<file path="config.mk">
export PLATFORM = sky130hd
export DESIGN_NAME = mux_n_1_pipe
export DESIGN_NICKNAME = d
export VERILOG_FILES = /design/src/rtl/mux_n_1_pipe.sv
export SDC_FILE = /design/constraint.sdc
export NUM_CORES = 1
export LEC_CHECK = 0
export CORE_MARGIN = 2
export CORE_UTILIZATION = 33
export CTS_CLUSTER_DIAMETER = 80
export CTS_CLUSTER_SIZE = 14
export DETAILED_ROUTE_END_ITERATION = 7
export PLACE_DENSITY = 0.78
export SYNTH_ARGS = -nofsm -noshare
export SYNTH_HDL_FRONTEND = slang
export SYNTH_SLANG_ARGS = --single-unit
</file>
<file path="constraint.sdc">
create_clock -name clk -period 2.5 [get_ports clk]
set_input_delay 0.5 -clock clk [delete_from_list [all_inputs] [get_ports clk]]
set_output_delay 0.5 -clock clk [all_outputs]
set_load 0.01 [all_outputs]
</file>
<file path="src/rtl/mux_n_1_pipe.sv">
// N-input WIDTH-bit selector with a one-entry registered output and valid/ready on every port.
// Source is a fixed index (mode 0) or round-robin among valid inputs (mode 1); `MUX_SEL_ERR_EN adds sticky sel_err.
module mux_n_1_pipe #(
    parameter int unsigned WIDTH = 32,
    parameter int unsigned N_IN  = 4,
    parameter int unsigned SEL_W = 2
) (
    input  logic                  clk,
    input  logic                  rst_n,
    input  logic [N_IN*WIDTH-1:0] in_data,
    input  logic [N_IN-1:0]       in_valid,
    output logic [N_IN-1:0]       in_ready,
    input  logic                  mode,
    input  logic [SEL_W-1:0]      sel,
    output logic [WIDTH-1:0]      out_data,
    output logic                  out_valid,
    input  logic                  out_ready,
    output logic [SEL_W-1:0]      out_src
`ifdef MUX_SEL_ERR_EN
    ,
    output logic                  sel_err
`endif
);

    localparam int unsigned CAND_W = SEL_W + 1;
    localparam logic [CAND_W-1:0] N_IN_C = CAND_W'(N_IN);
    localparam logic [SEL_W-1:0]  LAST_IDX = SEL_W'(N_IN - 1);

    logic [SEL_W-1:0]  rr_ptr;
    logic [SEL_W-1:0]  rr_ptr_nxt;
    logic              fix_vld;
    logic [SEL_W-1:0]  fix_idx;
    logic              rr_vld;
    logic [SEL_W-1:0]  rr_idx;
    logic [CAND_W-1:0] rr_cand;
    logic              gnt_vld;
    logic [SEL_W-1:0]  gnt_idx;
    logic [WIDTH-1:0]  gnt_data;
    logic              can_load;
    logic              xfer_in;
    logic              xfer_out;

    // Fixed select: comparing against each legal index keeps an out-of-range sel from granting
    always_comb begin
        fix_vld = 1'b0;
        fix_idx = '0;
        for (int unsigned i = 0; i < N_IN; i++) begin
            if (sel == SEL_W'(i) && in_valid[i]) begin
                fix_vld = 1'b1;
                fix_idx = SEL_W'(i);
            end
        end
    end

    // Round-robin: first valid input at or after rr_ptr, wrapping modulo N_IN
    always_comb begin
        rr_vld  = 1'b0;
        rr_idx  = '0;
        rr_cand = '0;
        for (int unsigned k = 0; k < N_IN; k++) begin
            rr_cand = {1'b0, rr_ptr} + CAND_W'(k);
            if (rr_cand >= N_IN_C) begin
                rr_cand = rr_cand - N_IN_C;
            end
            if (!rr_vld && in_valid[rr_cand[SEL_W-1:0]]) begin
                rr_vld = 1'b1;
                rr_idx = rr_cand[SEL_W-1:0];
            end
        end
    end

    always_comb begin
        gnt_vld  = mode ? rr_vld : fix_vld;
        gnt_idx  = mode ? rr_idx : fix_idx;
        can_load = !out_valid || out_ready;
        xfer_in  = rst_n && gnt_vld && can_load;
        xfer_out = out_valid && out_ready;
    end

    // Ready goes only to the granted source, and never while reset is asserted
    always_comb begin
        in_ready = '0;
        for (int unsigned i = 0; i < N_IN; i++) begin
            in_ready[i] = xfer_in && (gnt_idx == SEL_W'(i));
        end
    end

    always_comb begin
        gnt_data = '0;
        for (int unsigned i = 0; i < N_IN; i++) begin
            if (gnt_idx == SEL_W'(i)) begin
                gnt_data = in_data[i*WIDTH +: WIDTH];
            end
        end
    end

    always_comb begin
        rr_ptr_nxt = (gnt_idx == LAST_IDX) ? '0 : gnt_idx + SEL_W'(1);
    end

    // Output register: reload on input transfer, otherwise drop valid once drained
    always_ff @(posedge clk or negedge rst_n) begin
        if (!rst_n) begin
            out_valid <= 1'b0;
            out_data  <= '0;
            out_src   <= '0;
        end else if (xfer_in) begin
            out_valid <= 1'b1;
            out_data  <= gnt_data;
            out_src   <= gnt_idx;
        end else if (xfer_out) begin
            out_valid <= 1'b0;
        end
    end

    always_ff @(posedge clk or negedge rst_n) begin
        if (!rst_n) begin
            rr_ptr <= '0;
        end else if (xfer_in && mode) begin
            rr_ptr <= rr_ptr_nxt;
        end
    end

`ifdef MUX_SEL_ERR_EN
    logic sel_bad;

    always_comb begin
        sel_bad = !mode && (32'(sel) >= N_IN);
    end

    // Sticky out-of-range select flag, cleared only by reset
    always_ff @(posedge clk or negedge rst_n) begin
        if (!rst_n) begin
            sel_err <= 1'b0;
        end else if (sel_bad) begin
            sel_err <= 1'b1;
        end
    end
`endif

endmodule

</file>
==> run_results.csv <==
group,metric,value,unit
critical_path,slowest_stage,"nor4b_4",
power_and_ir_drop,p_per_area,801,mW/mm²
sta,slew_headroom,68.1,%
floorplanning,initial_core_util,34.6,%
synth,synth.distinct_cells,33,
synth,netlist_instances,269,
floorplanning,die_height,94.4,µm
routing,drt-vias-per-instance,5.22,
floorplanning,io_pins,177,
sta,period_needed,2.50,ns
grt,antenna_found_initial,0,
cts,htree_num_levels,2,
grt,grt_max_degree,55,
place,dpl-instance-area,0.00465,mm²
power_and_ir_drop,power,4.06,mW
sta,fmax,400,MHz
final_layout,diodes,0,
floorplanning,die_x,94.4,µm
cts,clkLatencyLatePin,0.28,ns
routing,vias,2899,
final_layout,nets,594,
cts,clockBufferDepth,2,
cts,clk_pin_slew,0.07,ns
floorplanning,core,0.00781,mm²
synth,ys_seq_elements,37,
grt,grt_pass1_wl,14.3,mm
run,drv_cap,0,
synth,synth-async-reset-ratio,100,%
routing,drtIter0Drc,70,
critical_path,critPathRequiredTime,2.00,ns
synth,synth_edf_count,0,
grt,grt_util_met2,38.5,%
critical_path,critPathMaxStageDelay,0.40,ns
grt,gr-total-overflow,0,
final_layout,multi_input_area,0.00188,mm²
grt,grt_pass1_vias,2988,
synth,syn_nets,411,
final_layout,area_growth,87.8,%
sta,min_period_over_period,99.9,%
critical_path,end_kind,"output pin",
sta,rsz0062_at_grt,"true",
sta,whs,0.340,ns
power_and_ir_drop,vdd_drop_max,0.382,mV
sta,setup_tns,0,ns
critical_path,path_class,"primary input to output pin",
place,dp_hpwl,7.09,mm
grt,met1_usage,23.0,%
cts,cts_buffers,5,
cts,cts_tree,"built",
synth,avgSynthCellArea,10.0,µm²
floorplanning,die_area,0.00891,mm²
cts,cts.sinks,37,
place,port_buffers,176,
status,status,"complete, no violations",
synth,synth_ff_type,"dfrtp_1",
routing,drtPass1Iterations,4,
synth,syn-cell-area,0.00270,mm²
sta,hold_viol_final,0,
grt,top_usage_layer,"met2",
routing,wl_per_cell,17.8,µm
critical_path,worstPathArrival,2.00,ns
place,gp_congestion,0.857,
grt,grtUsageMet3,5.11,%
sta,clock_skew,0.00256,ns
final_layout,final_util,64.9,%
critical_path,crit_fanout,5,
critical_path,path_cells,"dlygate4sd2_1 -> buf_4 -> and3b_1 -> nor4b_4 -> and2_1 -> clkdlybuf4s15_1",
synth,ys_seq_area_share,34.3,%
routing,ant_nets,0,
sta,drv_slew,0,
synth,ys_warn_count,0,
final_layout,fill_cells,651,
sta,worstMarginPinSlew,0.479,ns
routing,drcViolationCount,0,
floorplanning,row_count,32,
final_layout,layout-drive-gt1-share,25.8,%
critical_path,r2r_slack,0.07,ns
hold_path,hp-class,"primary input to asynchronous set/reset pin",
critical_path,start_kind,"primary input",
grt,track_usage,20.3,%
cts,cts-root-buf,"clkbuf_8",
final_layout,register_area,928,µm²
power_and_ir_drop,p_leak,2.00,nW
routing,routed_wl,9.89,mm
sta,setup_viol,0,
final_layout,design_area,0.00507,mm²
-- cells in the mapped netlist (2+ instances only) --
master     n  area share, %
nand2_1   32            4.5
inv_1      4           0.56
and2_1     5            1.2
nor2_1     2           0.28
o21a_1     2           0.56
a31oi_1    2           0.46
a221oi_1  31             10
nor3b_1    2           0.56
buf_6      2           0.83
mux2_4    14            7.8
a21oi_1    2           0.37
ha_1       4            1.9
nand2b_1   3           0.70
o21ai_0    2           0.37
and3b_1    2           0.65
nand3b_1   2           0.56
o31ai_1   32            8.9
clkbuf_1  20            2.8
mux2i_1    5            1.9
dfrtp_1   37             34
nor2b_1   32            7.4
mux2_2    21            8.8
-- final timing paths --
path,startpoint,end,depth (start not counted)
max reg2reg,rr_ptr[1],out_data[18],10
min in group clk,out_data[28],out_data[28],1
max in group asynchronous,rst_n,rr_ptr[1],2
max,mode,in_ready[1],6
min reg2reg,out_data[28],out_data[28],1
min,rst_n,out_data[0],2
-- layout make-up --
class / count / area share, %
clock buffers: 7 / 1.70
clock inverters: 1 / 0.593
inverters: 4 / 0.296
multi-input cells: 203 / 37.1
flip-flops and latches: 37 / 18.3
well taps: 102 / 2.52
repair buffers: 201 / 39.5
-- routing by layer --
metal / vias to the layer above / routed length (µm)
li1: 1377 / -
met1: 1394 / 3880
met2: 116 / 5140
met3: 12 / 753
met4: 0 / 113
met5: - / 0
-- critical path: cells and delay by family --
| family | cells | cell delay [ns] |
|---|---|---|
| simple gates | 3 | 0.79 |
| buf+inv | 3 | 0.70 |
-- power by group --
group | switching [mW] | internal (mW) | leakage (nW) | total [mW]
sequential | 0.177 | 0.881 | 0.453 | 1.06
clock | 0.205 | 0.325 | 0.0585 | 0.531
combinational | 1.01 | 1.46 | 1.48 | 2.47
-- logic make-up after synthesis --
kind of cell / count (synthesis) / synth area share (%)
AO/OA/AOI/OAI: 75 / 22.5
multiplexers: 40 / 18.4
AND/OR/NAND/NOR: 84 / 17.5
buffers and inverters: 29 / 5.38
flip-flops: 37 / 34.3
adder cells (fa/ha/maj): 4 / 1.86
-- layout by cell type (no fill, tap or decap), types with 3 or more instances in the layout --
master,netlist,routed
mux2_2,21,20
mux2i_1,5,5
mux2_4,14,15
o31ai_1,32,30
buf_4,1,18
clkdlybuf4s50_1,0,164
buf_2,1,5
inv_1,4,4
a221oi_1,31,5
and2_1,5,5
a221oi_2,0,25
dlygate4sd2_1,0,3
clkbuf_8,0,6
nor2b_1,32,31
nand2_1,32,32
ha_2,0,3
clkdlybuf4s15_1,0,3
dfrtp_1,37,35
-- flip-flops by register name, indices dropped and copies added (netlist names) --
name and flops:
out_data 32, out_src 2, rr_ptr 2, out_valid 1
-- per-stage QoR --
step	instances	setup WS [ns]
2_1_floorplan	269	0.0287
3_3_place_gp	542	-0.672
3_5_place_dp	542	-0.722
4_1_cts	553	0.0248
5_1_grt	555	-0.0627
6_report	555	0.00188
-- timing repair --
action | in CTS | in global routing
pin swaps | 5 | 12
setup endpoints to repair | 36 | 35
resized for setup | 40 | 36
gates cloned | 0 | 1
hold buffers | 0 | 0
buffers inserted | 3 | 1
Power figures use the tool's default switching activity.
